==> config.mk <==
export PLATFORM = sky130hd
export DESIGN_NAME = hazard_ctrl_flat
export DESIGN_NICKNAME = d
export VERILOG_FILES = /design/src/rtl/hazard_ctrl_if.sv /design/src/rtl/hazard_ctrl.sv /design/src/flat_wrapper.sv
export SDC_FILE = /design/constraint.sdc
export NUM_CORES = 1
export LEC_CHECK = 0
export ABC_CLOCK_PERIOD_IN_PS = 5800
export BUFFER_PORTS_ARGS = -buffer_cell sky130_fd_sc_hd__buf_2
export CAP_MARGIN = 20
export CELL_PAD_IN_SITES_DETAIL_PLACEMENT = 1
export CELL_PAD_IN_SITES_GLOBAL_PLACEMENT = 2
export CORE_ASPECT_RATIO = 1.4
export CORE_MARGIN = 1.5
export CORE_UTILIZATION = 30
export CTS_CLUSTER_SIZE = 30
export DETAILED_ROUTE_END_ITERATION = 8
export PLACE_DENSITY_LB_ADDON = 0.1
export RECOVER_POWER = 25
export SLEW_MARGIN = 40
export SYNTH_ARGS = -nofsm -noshare
export SYNTH_HDL_FRONTEND = slang
export SYNTH_SLANG_ARGS = --single-unit
==> constraint.sdc <==
create_clock -name clk -period 5.8 [get_ports clk]
set_input_delay 0.29 -clock clk [delete_from_list [all_inputs] [get_ports clk]]
set_output_delay 0.29 -clock clk [all_outputs]
set_load 0.03 [all_outputs]
==> src/rtl/hazard_ctrl_if.sv <==
// Pipeline hazard-control bundle: stage-status inputs from the datapath and the
// stall/flush/bubble controls plus statistics returned by the controller.
interface hazard_ctrl_if #(
  parameter int CNT_W = 16
);
  logic [31:0]      IF_ID_instrout;
  logic             ID_EX_memread;
  logic [4:0]       ID_EX_rt;
  logic             EX_MEM_PCSrc;
  logic             mem_busy;
  logic             pc_write;
  logic             if_id_write;
  logic             pipe_en;
  logic             id_ex_bubble;
  logic             flush;
  logic [CNT_W-1:0] stall_count;
  logic [CNT_W-1:0] flush_count;
  logic             mem_timeout;

  modport master (
    output IF_ID_instrout, ID_EX_memread, ID_EX_rt, EX_MEM_PCSrc, mem_busy,
    input  pc_write, if_id_write, pipe_en, id_ex_bubble, flush,
           stall_count, flush_count, mem_timeout
  );

  modport slave (
    input  IF_ID_instrout, ID_EX_memread, ID_EX_rt, EX_MEM_PCSrc, mem_busy,
    output pc_write, if_id_write, pipe_en, id_ex_bubble, flush,
           stall_count, flush_count, mem_timeout
  );
endinterface

==> src/rtl/hazard_ctrl.sv <==
// 5-stage pipeline hazard controller: load-use bubble, branch flush, memory freeze
// with a held flush, saturating stall/flush counters and a sticky memory timeout.
//
// state    | meaning
// RUN      | memory ready, pipeline advancing normally
// MEM_WAIT | data memory busy, all stages frozen; taken branches held in r_pend_flush
module hazard_ctrl #(
  parameter int CNT_W       = 16,
  parameter int MEM_TIMEOUT = 64
) (
  input logic         clk,
  input logic         rst_n,
  hazard_ctrl_if.slave hz
);

  localparam int BCW = $clog2(MEM_TIMEOUT + 1);

  typedef enum logic {RUN = 1'b0, MEM_WAIT = 1'b1} state_t;

  state_t           r_state, w_state_nxt;
  logic             r_pend_flush, w_pend_nxt;
  logic [BCW-1:0]   r_busy_cnt, w_busy_nxt;
  logic [CNT_W-1:0] r_stall_cnt, r_flush_cnt;
  logic             r_mem_timeout;

  logic [5:0] w_op;
  logic [4:0] w_rs, w_rt;
  logic       w_uses_rt, w_lu, w_freeze, w_flush, w_lu_stall;
  logic       w_unused_instr;

  assign w_op  = hz.IF_ID_instrout[31:26];
  assign w_rs  = hz.IF_ID_instrout[25:21];
  assign w_rt  = hz.IF_ID_instrout[20:16];
  assign w_unused_instr = ^hz.IF_ID_instrout[15:0];

  // lw names rt as its destination, so only R-type, beq and sw read it.
  assign w_uses_rt = (w_op == 6'b000000) | (w_op == 6'b000100) | (w_op == 6'b101011);
  assign w_lu = hz.ID_EX_memread & (hz.ID_EX_rt != 5'd0) &
                ((hz.ID_EX_rt == w_rs) | ((hz.ID_EX_rt == w_rt) & w_uses_rt));

  assign w_freeze   = hz.mem_busy;
  assign w_flush    = ~hz.mem_busy & (hz.EX_MEM_PCSrc | r_pend_flush);
  assign w_lu_stall = ~hz.mem_busy & ~w_flush & w_lu;

  always_ff @(posedge clk) begin
    if (!rst_n) begin
      r_state       <= RUN;
      r_pend_flush  <= 1'b0;
      r_busy_cnt    <= '0;
      r_stall_cnt   <= '0;
      r_flush_cnt   <= '0;
      r_mem_timeout <= 1'b0;
    end else begin
      r_state      <= w_state_nxt;
      r_pend_flush <= w_pend_nxt;
      r_busy_cnt   <= w_busy_nxt;
      if ((w_freeze | w_lu_stall) && r_stall_cnt != {CNT_W{1'b1}})
        r_stall_cnt <= r_stall_cnt + CNT_W'(1);
      if (w_flush && r_flush_cnt != {CNT_W{1'b1}})
        r_flush_cnt <= r_flush_cnt + CNT_W'(1);
      if (w_busy_nxt == BCW'(MEM_TIMEOUT))
        r_mem_timeout <= 1'b1;
    end
  end

  always_comb begin
    w_state_nxt = r_state;
    case (r_state)
      RUN:      if (hz.mem_busy)  w_state_nxt = MEM_WAIT;
      MEM_WAIT: if (!hz.mem_busy) w_state_nxt = RUN;
      default:  w_state_nxt = RUN;
    endcase
    w_pend_nxt = hz.mem_busy ? (r_pend_flush | hz.EX_MEM_PCSrc) : 1'b0;
    if (!hz.mem_busy)
      w_busy_nxt = '0;
    else if (r_busy_cnt == BCW'(MEM_TIMEOUT))
      w_busy_nxt = r_busy_cnt;
    else
      w_busy_nxt = r_busy_cnt + BCW'(1);
  end

  always_comb begin
    hz.pc_write     = 1'b0;
    hz.if_id_write  = 1'b0;
    hz.pipe_en      = 1'b0;
    hz.id_ex_bubble = 1'b0;
    hz.flush        = 1'b0;
    if (rst_n && !w_freeze) begin
      if (w_flush) begin
        hz.pc_write    = 1'b1;
        hz.if_id_write = 1'b1;
        hz.pipe_en     = 1'b1;
        hz.flush       = 1'b1;
      end else if (w_lu_stall) begin
        hz.pipe_en      = 1'b1;
        hz.id_ex_bubble = 1'b1;
      end else begin
        hz.pc_write    = 1'b1;
        hz.if_id_write = 1'b1;
        hz.pipe_en     = 1'b1;
      end
    end
  end

  assign hz.stall_count = r_stall_cnt;
  assign hz.flush_count = r_flush_cnt;
  assign hz.mem_timeout = r_mem_timeout;

endmodule
==> src/flat_wrapper.sv <==
// flat-port wrapper written by rule: the top's interface ports become plain ports
module hazard_ctrl_flat 
#(
  parameter int CNT_W       = 16,
  parameter int MEM_TIMEOUT = 64
)
  (clk, rst_n, hz_IF_ID_instrout, hz_ID_EX_memread, hz_ID_EX_rt, hz_EX_MEM_PCSrc, hz_mem_busy, hz_pc_write, hz_if_id_write, hz_pipe_en, hz_id_ex_bubble, hz_flush, hz_stall_count, hz_flush_count, hz_mem_timeout);
  hazard_ctrl_if #(.CNT_W(CNT_W)) hz_i ();
  input logic clk;
  input logic rst_n;
  input wire logic [$bits(hz_i.IF_ID_instrout)-1:0] hz_IF_ID_instrout;
  input wire logic [$bits(hz_i.ID_EX_memread)-1:0] hz_ID_EX_memread;
  input wire logic [$bits(hz_i.ID_EX_rt)-1:0] hz_ID_EX_rt;
  input wire logic [$bits(hz_i.EX_MEM_PCSrc)-1:0] hz_EX_MEM_PCSrc;
  input wire logic [$bits(hz_i.mem_busy)-1:0] hz_mem_busy;
  output wire logic [$bits(hz_i.pc_write)-1:0] hz_pc_write;
  output wire logic [$bits(hz_i.if_id_write)-1:0] hz_if_id_write;
  output wire logic [$bits(hz_i.pipe_en)-1:0] hz_pipe_en;
  output wire logic [$bits(hz_i.id_ex_bubble)-1:0] hz_id_ex_bubble;
  output wire logic [$bits(hz_i.flush)-1:0] hz_flush;
  output wire logic [$bits(hz_i.stall_count)-1:0] hz_stall_count;
  output wire logic [$bits(hz_i.flush_count)-1:0] hz_flush_count;
  output wire logic [$bits(hz_i.mem_timeout)-1:0] hz_mem_timeout;
  assign hz_i.IF_ID_instrout = hz_IF_ID_instrout;
  assign hz_i.ID_EX_memread = hz_ID_EX_memread;
  assign hz_i.ID_EX_rt = hz_ID_EX_rt;
  assign hz_i.EX_MEM_PCSrc = hz_EX_MEM_PCSrc;
  assign hz_i.mem_busy = hz_mem_busy;
  assign hz_pc_write = hz_i.pc_write;
  assign hz_if_id_write = hz_i.if_id_write;
  assign hz_pipe_en = hz_i.pipe_en;
  assign hz_id_ex_bubble = hz_i.id_ex_bubble;
  assign hz_flush = hz_i.flush;
  assign hz_stall_count = hz_i.stall_count;
  assign hz_flush_count = hz_i.flush_count;
  assign hz_mem_timeout = hz_i.mem_timeout;
  hazard_ctrl #(.CNT_W(CNT_W), .MEM_TIMEOUT(MEM_TIMEOUT)) u_core (.clk(clk), .rst_n(rst_n), .hz(hz_i));
endmodule
Yosys cells after proc, flatten, opt, wreduce, memory -nomap -nowiden:

Index checks and enable logic that the tools add are counted.

* output and inout bits: 38
* memory bits (writable): 0
* memory bits (read-only): 0
* register bits: 41
* bits in latches: 0
* memories kept: 0

* add/sub/neg operators: 3
* div/mod/pow operators: 0
* equality and inequality tests: 8
* order comparisons: 0
* multiplexer cells: 11
* $mul: 0
* shift operators: 0
* reductions and logical operators: 7
* bitwise operators: 13

Operator list (count)
* adder 16 x 1 -> 16 bit, second input constant: 2
* != test 16 bit, second input constant: 2
* equality test 7 bit, second input constant: 2
* two-way mux 7 bit: 2
* equality test 5 bit: 2
* two-way mux 1 bit: 9
* adder 7 x 1 -> 7 bit, second input constant: 1
* bitwise AND 1 bit: 6
* equality test 6 x 3 -> 1 bit, second input constant: 1
* equality test 6 bit, second input constant: 1
* zero test 6 bit: 1
* bitwise OR 1 bit: 5
* nonzero test 5 bit: 1
* logical AND 1 bit: 3
* NOT 1 bit: 2
* AND reduction 2 bit: 1
* zero test 1 bit: 1

Logic depth before layout (Yosys ltp):

Gate-level depths: netlist of run 1.

* word-level depth: 10
* mapped depth: 8

Worst setup path before layout of run 1:

No wires, ideal clock.

* kind: input to output
* start point: in hz_ID_EX_rt[0]
* end point: out hz_pc_write
* slack: 3.258 ns
* required time: 5.510 ns
* data arrival time: 2.252 ns
* cell stages on the path: 5
* path through: or4_1 o2111ai_2 o41ai_2 nor3_1 buf_4

* cells in the longest elaborated chain, start to end: 8
* elaborated cells between the ends (all ways): 11
* classes of those cells: eq/ne: 2; mux: 3; bitwise: 5; reduce/logical: 1

RTL lines
* from (decl): line flat_wrapper.sv:13 `input wire logic [$bits(hz_i.ID_EX_rt)-1:0] hz_ID_EX_rt;`
* equality test 5 bit: line hazard_ctrl.sv:39 `((hz.ID_EX_rt == w_rs) | ((hz.ID_EX_rt == w_rt) & w_uses_rt));`
* bitwise AND 1 bit: line hazard_ctrl.sv:39
* bitwise OR 1 bit: line hazard_ctrl.sv:39
* bitwise AND 1 bit *: line hazard_ctrl.sv:38 `assign w_lu = hz.ID_EX_memread & (hz.ID_EX_rt != 5'd0) &`
* bitwise AND 1 bit *: line hazard_ctrl.sv:43 `assign w_lu_stall = ~hz.mem_busy & ~w_flush & w_lu;`
* two-way mux 1 bit * (3 in series)
* to (decl): line flat_wrapper.sv:16 `output wire logic [$bits(hz_i.pc_write)-1:0] hz_pc_write;`

Every way passes the cells marked *; elsewhere a longest branch is shown, timed or not.

Final worst setup path of run 1:

* start point: reg u_core.r_pend_flush
* end point: reg u_core.r_stall_cnt[10] (netlist: u_core.hz.stall_count[10])

* cells in the longest elaborated chain, start to end: 7

RTL lines
* from (decl): line hazard_ctrl.sv:21 `logic r_pend_flush, w_pend_nxt;`
* from (signal assigned): line hazard_ctrl.sv:55 `r_pend_flush <= w_pend_nxt;`
* bitwise OR 1 bit: line hazard_ctrl.sv:42 `assign w_flush = ~hz.mem_busy & (hz.EX_MEM_PCSrc | r_pend_flush);`
* bitwise AND 1 bit: line hazard_ctrl.sv:42
* NOT 1 bit: line hazard_ctrl.sv:43
* bitwise AND 1 bit (2 in series): line hazard_ctrl.sv:43
* bitwise OR 1 bit: line hazard_ctrl.sv:57 `if ((w_freeze | w_lu_stall) && r_stall_cnt != {CNT_W{1'b1}})`
* logical AND 1 bit: line hazard_ctrl.sv:57
* to (signal assigned): line hazard_ctrl.sv:58 `r_stall_cnt <= r_stall_cnt + CNT_W'(1);`
* to (decl): line hazard_ctrl.sv:23 `logic [CNT_W-1:0] r_stall_cnt, r_flush_cnt;`

Every way passes these cells.
A chain may end at the register's enable or synchronous reset.

==> metrics.yaml, run 1 <==
gp_congestion: 0.725
synth_area_um2: 2280
root_buffer: "clkbuf_8"
drive_above_1_share_pct: 19.7
initial_utilization_pct: 31.0
placed_cell_area_um2: 2670
stdcell_count: 432
fin_skew_ps: 5.97
ir_drop_mv: 0.0787
die_w_um: 76.7
worstMarginPinSlew_ps: 573
postCtsSetupRepairBufs: 0
max_stage_delay_ps: 550
tns_ps: 0
core_um2: 7360
htreeDepth: 2
crit_slowest_cell: "o41ai_2"
seq_area_um2: 821
grt_pass1_vias: 2158
postCtsHoldBufs: 0
worst_skew_pair.late_latency_ps: 300
reg2reg_from: "u_core.r_pend_flush$_SDFF_PN0_"
p_sw_uw: 147
hold_viol: 0
synth-adder-area-share_pct: 2.20
power_density_nw_per_um2: 204
hp-class: "in2reg"
rsz0062_at_grt: "no"
ys_ff_latch: 41
cts_sinks: 41
fmax_mhz: 420
synth_top_family_by_area: "simple AND/OR/NAND/NOR gates"
r2r_end: "u_core.hz.stall_count[10]$_SDFFE_PN0P_"
syn_avg_cell_area_um2: 8.26
numCtsBuffers: 5
syn_to_final_growth_pct: 20.6
drt_iter0_markers: 54
switching_share_pct: 26.2
leakage_nw: 0.996
diodes: 0
fin_nets: 380
multiInputGateArea_um2: 1370
cts_tree: "yes"
viasPerCell: 5.13
pin_count: 80
hp-start: "hz_EX_MEM_PCSrc"
layout_commonest_cell: "buf_2"
crit_chain: "nor2_1 > o2111ai_2 > o41ai_2 > nor2_4 > or4_1 > a21oi_1"
synth_top_area_share_pct: 36.0
synthSimpleGateAreaFrac_pct: 31.4
num_rows: 37
dr.pass1.iters: 4
drc_errors: 0
combPwrFrac_pct: 10.4
grt_overflow: 0
critical_path_class: "reg2reg"
synth-warning-count: 0
grt_first_pass_wirelength_mm: 10.4
clkPwrFrac_pct: 37.9
synth_edf_count: 0
min_period_ps: 2380
setup_violations: 0
ant_nets: 0
holdWs_ps: 282
fp.dieArea_um2: 8140
status: "finished clean"
wl_per_cell_um: 14.3
synth_area_leaders: "dfxtp_1 (36%), xnor2_1 (8.5%), nor2_1 (6.3%), nand3_1 (4.2%), nand2_1 (3.3%)"
async_flop_share_pct: 0
synth_xor_area_share_pct: 10.8
p_int_uw: 414
synthCells: 276
crit_fanout: 27
yosys.area.top_type: "dfxtp_1"
clk_pin_slew_worst_paths_ps: 80
track_usage_pct: 15.7
reg2reg_slack_ps: 3420
period_share_pct: 41.0
finalMaxSlewViolations: 0
min_to: "u_core.r_pend_flush$_SDFF_PN0_"
wl_mm: 6.19
cp.arrival_ps: 2610
die_h_um: 106
rr_worst_depth: 6
p_seq_share_pct: 51.6
dominantRegCellSynth: "dfxtp_1"
drv_cap: 0
synth_compound_area_share_pct: 13.5
cp-start-kind: "register"
place_inst: 424
required_ps: 6030
layout_common_cells: "buf_2 (46), dfxtp_1 (41), nor2_1 (38)"
fillers: 936
design_area_um2: 2750
hpwl_mm: 4.66
vias: 2215
final_util_pct: 37.3
ys_seq_area_share_pct: 36.0
clock_path_buffers: 2
grt_max_degree: 28
ctsResizeCount: 0
io_buffer_count: 63
synth_cell_types: 42
cp-end-kind: "register"
relSlewSlack_pct: 61.7
hold_depth: 3
antenna_found_initial: 0
synthMuxAreaShare_pct: 2.20
syn-num-nets: 322
[metrics by stage]
step	total power, mW	worst slack, ps
2_1_floorplan	0.334	3260
3_3_place_gp	0.355	3120
3_5_place_dp	0.356	3280
4_1_cts	0.573	3290
5_1_grt	0.590	3230
6_report	0.561	3420
[cells in the mapped netlist (all sizes together), types with 2 or more instances]
cell type,n
dfxtp,41
nor2,39
xnor2,22
nand2,20
nand3,19
clkbuf,11
a21oi,10
nand4,9
nor3,9
and3,7
nor4,7
o21a,6
o21ai,6
or3,6
or4,6
xor2,6
inv,5
mux2i,5
nand2b,5
o31ai,5
and4,4
ha,4
o31a,4
buf,3
nor3b,3
o41ai,2
or2,2
[layer usage]
metal	global-route usage [%]	share of wire, %
met1	18.1	45
met2	28.8	52
met3	3.00	2.6
met4	5.16	1.1
met5	0	0
[critical path: cells and delay by family (launching register included)]
| kind | cells | cell delay [ps] |
|---|---|---|
| AO/OA/AOI/OAI | 3 | 950 |
| flip-flops | 1 | 310 |
| AND/OR/NAND/NOR | 3 | 1040 |
[power groups by stage]
stage	registers (mW)	clock network (mW)	logic [mW]
floorplan	0.300	0	0.0341
global placement	0.296	0	0.0588
detailed placement	0.296	0	0.0600
CTS	0.290	0.223	0.0601
global route	0.291	0.234	0.0650
finish	0.290	0.213	0.0585
[worst max path at each step]
stage                                    from                                     end  slack, ps  cells after the start
3_3_place_gp                   hz_ID_EX_rt[0]   u_core.hz.stall_count[0]$_SDFFE_PN0P_       3120                      7
5_1_grt        u_core.r_pend_flush$_SDFF_PN0_  u_core.hz.stall_count[11]$_SDFFE_PN0P_       3230                      6
6_report       u_core.r_pend_flush$_SDFF_PN0_  u_core.hz.stall_count[10]$_SDFFE_PN0P_       3420                      6
4_1_cts                                 rst_n                          hz_if_id_write       3290                      4
3_5_place_dp                  hz_EX_MEM_PCSrc  u_core.hz.stall_count[10]$_SDFFE_PN0P_       3280                      7
2_1_floorplan                  hz_ID_EX_rt[0]                             hz_pc_write       3260                      5
[cell families after synthesis]
logic type / Yosys count
simple gates: 138
fa+ha+maj: 4
mux: 5
buf+inv: 20
compound gates: 40
xor+xnor: 28
flops: 41
[sequential cells by signal, summed over array words and instances, names as in the netlist]
signal,cells
u_core.hz.flush_count,16
u_core.hz.mem_timeout,1
u_core.hz.stall_count,16
u_core.r_busy_cnt,7
u_core.r_pend_flush,1
[final cells by class]
class | instances | area share (%)
tap | 97 | 4.42
timing repair buffer | 65 | 11.2
inverter | 6 | 0.819
clock inverter | 1 | 0.182
sequential | 41 | 29.9
multi-input combinational | 215 | 50.0
clock buffer | 7 | 3.50
Power figures use the tool's default switching activity.
==> run 2: changes to the inputs <==
ABC_CLOCK_PERIOD_IN_PS = 2450   (was 5800)
CORE_UTILIZATION = 28   (was 30)
clock period = 2.45 ns   (was 5.8 ns; I/O delays follow)
==> run 2 against run 1 <==
Non-clock buffer count grew 5. Via count rose by 1.6%. Clock-buffer cell count stayed put. Critical path type unchanged.
==> metrics.yaml, run 2 (same netlist as run 1, synthesis figures left out) <==
grt_first_pass_wirelength_mm: 10.5  # +1.7%
clock_path_buffers: 2  # unchanged
critical_path_class: "reg2reg"
worstMarginPinSlew_ps: 410  # -163 ps
min_period_ps: 2150  # -232 ps
gp_congestion: 0.780  # +7.6%
wl_per_cell_um: 14.4  # +0.37%
required_ps: 2690  # -3340 ps
hpwl_mm: 4.84  # +3.8%
hold_depth: 2  # -1
cp-start-kind: "register"
place_inst: 432  # +1.9%
rsz0062_at_grt: "no"
pin_count: 80  # unchanged
postCtsSetupRepairBufs: 0  # unchanged
layout_common_cells: "buf_2 (46), dfxtp_1 (41), nor2_1 (38)"
clk_pin_slew_worst_paths_ps: 90  # about the same
drive_above_1_share_pct: 20.0  # +0.30 points
rr_worst_depth: 7  # +1
postCtsHoldBufs: 0  # unchanged
dr.pass1.iters: 4  # unchanged
layout_commonest_cell: "buf_2"
grt_max_degree: 22  # -21%
power_density_nw_per_um2: 502  # +150%
core_um2: 7850  # +6.6%
grt_pass1_vias: 2239  # +3.8%
ir_drop_mv: 0.209  # +170%
numCtsBuffers: 5  # unchanged
io_buffer_count: 63  # unchanged
relSlewSlack_pct: 72.8  # +11 points
antenna_found_initial: 0  # unchanged
htreeDepth: 2  # unchanged
ant_nets: 0  # unchanged
wl_mm: 6.32  # +2.2%
fin_skew_ps: 15.3  # +9.32 ps
die_w_um: 79.3  # +3.4%
drt_iter0_markers: 43  # -20%
syn_to_final_growth_pct: 23.2
drv_cap: 0  # unchanged
crit_fanout: 21  # -22%
hold_viol: 0  # unchanged
setup_violations: 0  # unchanged
cts_tree: "yes"
fmax_mhz: 466  # +11%
diodes: 0  # unchanged
hp-class: "in2reg"
fp.dieArea_um2: 8700  # +6.9%
finalMaxSlewViolations: 0  # unchanged
worst_skew_pair.late_latency_ps: 300  # about the same
die_h_um: 110  # +3.4%
fillers: 1003  # +7.2%
fin_nets: 385  # +1.3%
drc_errors: 0  # unchanged
period_share_pct: 87.6  # +47 points
viasPerCell: 5.12  # -0.22%
cts_sinks: 41  # unchanged
stdcell_count: 440  # +1.9%
initial_utilization_pct: 29.1  # -1.9 points
root_buffer: "clkbuf_8"
track_usage_pct: 15.3  # -0.41 points
cp-end-kind: "register"
holdWs_ps: 208  # -73.9 ps
ctsResizeCount: 0  # unchanged
design_area_um2: 2810  # +2.2%
vias: 2251  # +1.6%
grt_overflow: 0  # unchanged
num_rows: 38  # +2.7%
cp.arrival_ps: 2380  # -230 ps
status: "finished clean"
placed_cell_area_um2: 2720  # +1.8%
leakage_nw: 1.02  # +2.5%
tns_ps: 0  # unchanged
==> run 2: cell count changes in the layout (fill, tap and decap cells not counted) <==
cell and change:
inv_2 -1, clkbuf_8 -1, nor2_4 -1, clkinv_2 -1, bufinv_16 +1, buf_12 +1
buf_4 +3, nor2_2 +1, clkinv_1 +1, clkbuf_1 +2
==> run 2: report_power, final <==
part           internal [mW]  leakage (nW)  switching, mW
clock                  0.333        0.0585          0.244
sequential             0.674         0.331         0.0123
combinational         0.0579         0.631         0.0890
total                   1.06          1.02          0.345
==> run 2: worst max-delay path, stage by stage, from the launching register on <==
cell       delay [ps]
dfxtp_1           310
nor2_1            170
o2111ai_2         150
o41ai_2           470
nor2_2            160
buf_12            180
or4_1             500
a21oi_1           150
==> run 2: final timing paths <==
path | endpoint | start | slack (ps)
worst max register to register | u_core.hz.stall_count[11]$_SDFFE_PN0P_ | u_core.r_pend_flush$_SDFF_PN0_ | 300
worst min register to register | u_core.hz.mem_timeout$_SDFFE_PN0N_ | u_core.hz.mem_timeout$_SDFFE_PN0N_ | 460
worst min-delay path | u_core.hz.mem_timeout$_SDFFE_PN0N_ | rst_n | 210
worst max-delay path | u_core.hz.stall_count[11]$_SDFFE_PN0P_ | u_core.r_pend_flush$_SDFF_PN0_ | 300
==> run 2: routing by layer <==
layer	wire length [um]	GRT usage (%)	up-vias
met5	0	0	-
met4	68	4.51	0
met3	221	2.90	5
met2	3340	28.1	36
met1	2690	17.9	1099
li1	-	-	1111
==> run 2: area by class of cell <==
cell class	count	area [um^2]	area share [%]
flip-flops and latches	41	821	29.2
clock inverters	1	30.0	1.07
repair buffers	70	355	12.7
clock buffers	7	86.3	3.07
inverters	6	22.5	0.802
well taps	100	125	4.45
multi-input cells	215	1370	48.7
==> run 2: through the flow <==
stage	power, mW	worst slack (ps)	utilization, %
after floorplan	0.790	243	-
after global placement	0.851	205	34.6
after detailed placement	0.853	172	34.6
after CTS	1.44	253	36.1
after global routing	1.49	102	35.8
final	1.41	304	35.8
==> run 3: changes to the inputs <==
RECOVER_POWER = 50   (was 25)
==> run 3 against run 2 <==
Critical endpoint unchanged. Combinational power about the same. Core utilization decreased by 0.29 points. Sequential power about the same. First-iteration DRC count increased by 14%. Register-to-register slack about the same. Design area decreased by 0.80%. Via count decreased by 0.13%. Worst hold slack improved by 27 ps. Non-clock buffer count unchanged. Sequential share of layout area increased by 0.24 points. Global-route usage unchanged. Clock-buffer cell count unchanged.
==> metrics.yaml, run 3 (same netlist as run 1, synthesis figures left out) <==
status: "finished clean"
tns_ps: 0  # unchanged
cts_tree: "yes"
grt_first_pass_wirelength_mm: 10.5  # unchanged
grt_overflow: 0  # unchanged
postCtsHoldBufs: 0  # unchanged
hold_viol: 0  # unchanged
design_area_um2: 2790  # -0.80%
htreeDepth: 2  # unchanged
switching_share_pct: 24.6  # +0.063 points
rsz0062_at_grt: "no"
ant_nets: 0  # unchanged
period_share_pct: 87.6  # about the same
drt_iter0_markers: 49  # +14%
fin_nets: 385  # unchanged
fmax_mhz: 466  # about the same
finalMaxSlewViolations: 0  # unchanged
numCtsBuffers: 5  # unchanged
reg2reg_slack_ps: 300  # about the same
clock_path_buffers: 2  # unchanged
place_inst: 432  # unchanged
io_buffer_count: 63  # unchanged
fp.dieArea_um2: 8700  # unchanged
viasPerCell: 5.11  # -0.13%
die_h_um: 110  # unchanged
placed_cell_area_um2: 2720  # unchanged
clkPwrFrac_pct: 41.0  # about the same
wl_mm: 6.34  # +0.25%
cp-start-kind: "register"
relSlewSlack_pct: 51.7  # -21 points
wl_per_cell_um: 14.4  # +0.25%
max_stage_delay_ps: 500  # about the same
core_um2: 7850  # unchanged
ctsResizeCount: 0  # unchanged
r2r_end: "u_core.hz.stall_count[11]$_SDFFE_PN0P_"
min_period_ps: 2150  # -0.00900 ps
combPwrFrac_pct: 10.3  # about the same
cts_sinks: 41  # unchanged
worstMarginPinSlew_ps: 724  # +314 ps
drive_above_1_share_pct: 14.7  # -5.3 points
layout_common_cells: "dfxtp_1 (41), nor2_1 (38), clkbuf_1 (37)"
antenna_found_initial: 0  # unchanged
crit_fanout: 21  # unchanged
hpwl_mm: 4.84  # unchanged
pin_count: 80  # unchanged
rr_worst_depth: 7  # unchanged
die_w_um: 79.3  # unchanged
grt_max_degree: 22  # unchanged
worst_skew_pair.late_latency_ps: 300  # about the same
syn_to_final_growth_pct: 22.2
post-place-ws_ps: 172  # unchanged
initial_utilization_pct: 29.1  # unchanged
leakage_nw: 0.944  # -7.4%
layout_setup_ws_ps: 304  # +0.00900 ps
hp-class: "in2reg"
crit_slowest_cell: "or4_1"
stdcell_count: 440  # unchanged
drv_cap: 0  # unchanged
power_density_nw_per_um2: 506  # +0.76%
p_int_mw: 1.06  # -0.13%
vias: 2248  # -0.13%
num_rows: 38  # unchanged
p_seq_share_pct: 48.7  # about the same
cp-end-kind: "register"
critical_path_class: "reg2reg"
required_ps: 2680  # about the same
grt_pass1_vias: 2239  # unchanged
gp_congestion: 0.780  # unchanged
postCtsSetupRepairBufs: 0  # unchanged
p_sw_uw: 346  # +0.21%
cp.arrival_ps: 2380  # about the same
track_usage_pct: 15.3  # unchanged
setup_violations: 0  # unchanged
diodes: 0  # unchanged
layout_commonest_cell: "dfxtp_1"
dr.pass1.iters: 4  # unchanged
clk_pin_slew_worst_paths_ps: 90  # about the same
crit_chain: "nor2_1 > o2111ai_2 > o41ai_2 > nor2_2 > buf_12 > or4_1 > a21oi_1"
ir_drop_mv: 0.209  # about the same
reg2reg_from: "u_core.r_pend_flush$_SDFF_PN0_"
fin_skew_ps: 14.5  # -0.769 ps
cp-startpoint: "u_core.r_pend_flush$_SDFF_PN0_"
root_buffer: "clkbuf_8"
drc_errors: 0  # unchanged
critPathCapture: "u_core.hz.stall_count[11]$_SDFFE_PN0P_"
## run 3: worst max-delay path: cells and delay by family (launching register included)
kind                   cells  cell delay [ps]
AOI/OAI and AO/OA          3              770
buffers and inverters      1              180
DFF                        1              310
and+or+nand+nor            3              830
## run 3: final cells by class
| type | count | area [um^2] |
|---|---|---|
| fillers | 1013 | 5060 |
| multi-input cells | 215 | 1370 |
| flip-flops and latches | 41 | 821 |
| repair buffers | 70 | 333 |
| well taps | 100 | 125 |
| clock buffers | 7 | 86.3 |
| clock inverters | 1 | 30.0 |
| inverters | 6 | 22.5 |
## run 3: stage by stage
stage          hold WS, ps  utilization (%)  power, mW
6_report               235             35.5       1.41
3_3_place_gp           442             34.6      0.851
5_1_grt                259             35.5       1.48
4_1_cts                213             36.1       1.44
2_1_floorplan          264                -      0.790
3_5_place_dp           447             34.6      0.853
## run 3: layer usage
metal	share of wire, %	GRT usage [%]
met5	0	0
met4	1.1	4.51
met3	3.5	2.90
met2	53	28.1
met1	42	17.9
## run 3: how the worst min path moves through the flow
| stage | startpoint | end | slack [ps] | depth (start not counted) |
|---|---|---|---|---|
| 2_1_floorplan | hz_mem_busy | u_core.r_busy_cnt[5]$_SDFF_PN0_ | 260 | 2 |
| 3_3_place_gp | u_core.hz.mem_timeout$_SDFFE_PN0N_ | u_core.hz.mem_timeout$_SDFFE_PN0N_ | 440 | 1 |
| 3_5_place_dp | u_core.hz.mem_timeout$_SDFFE_PN0N_ | u_core.hz.mem_timeout$_SDFFE_PN0N_ | 450 | 1 |
| 4_1_cts | rst_n | u_core.hz.mem_timeout$_SDFFE_PN0N_ | 210 | 2 |
| 5_1_grt | hz_mem_busy | u_core.r_busy_cnt[5]$_SDFF_PN0_ | 260 | 4 |
| 6_report | hz_EX_MEM_PCSrc | u_core.r_pend_flush$_SDFF_PN0_ | 240 | 4 |
## run 3: power groups by stage
stage / sequential, mW / combinational, mW / clock, mW
finish: 0.687 / 0.145 / 0.578
floorplan: 0.710 / 0.0807 / 0
global route: 0.688 / 0.162 / 0.634
CTS: 0.687 / 0.151 / 0.605
global placement: 0.702 / 0.149 / 0
detailed placement: 0.702 / 0.151 / 0
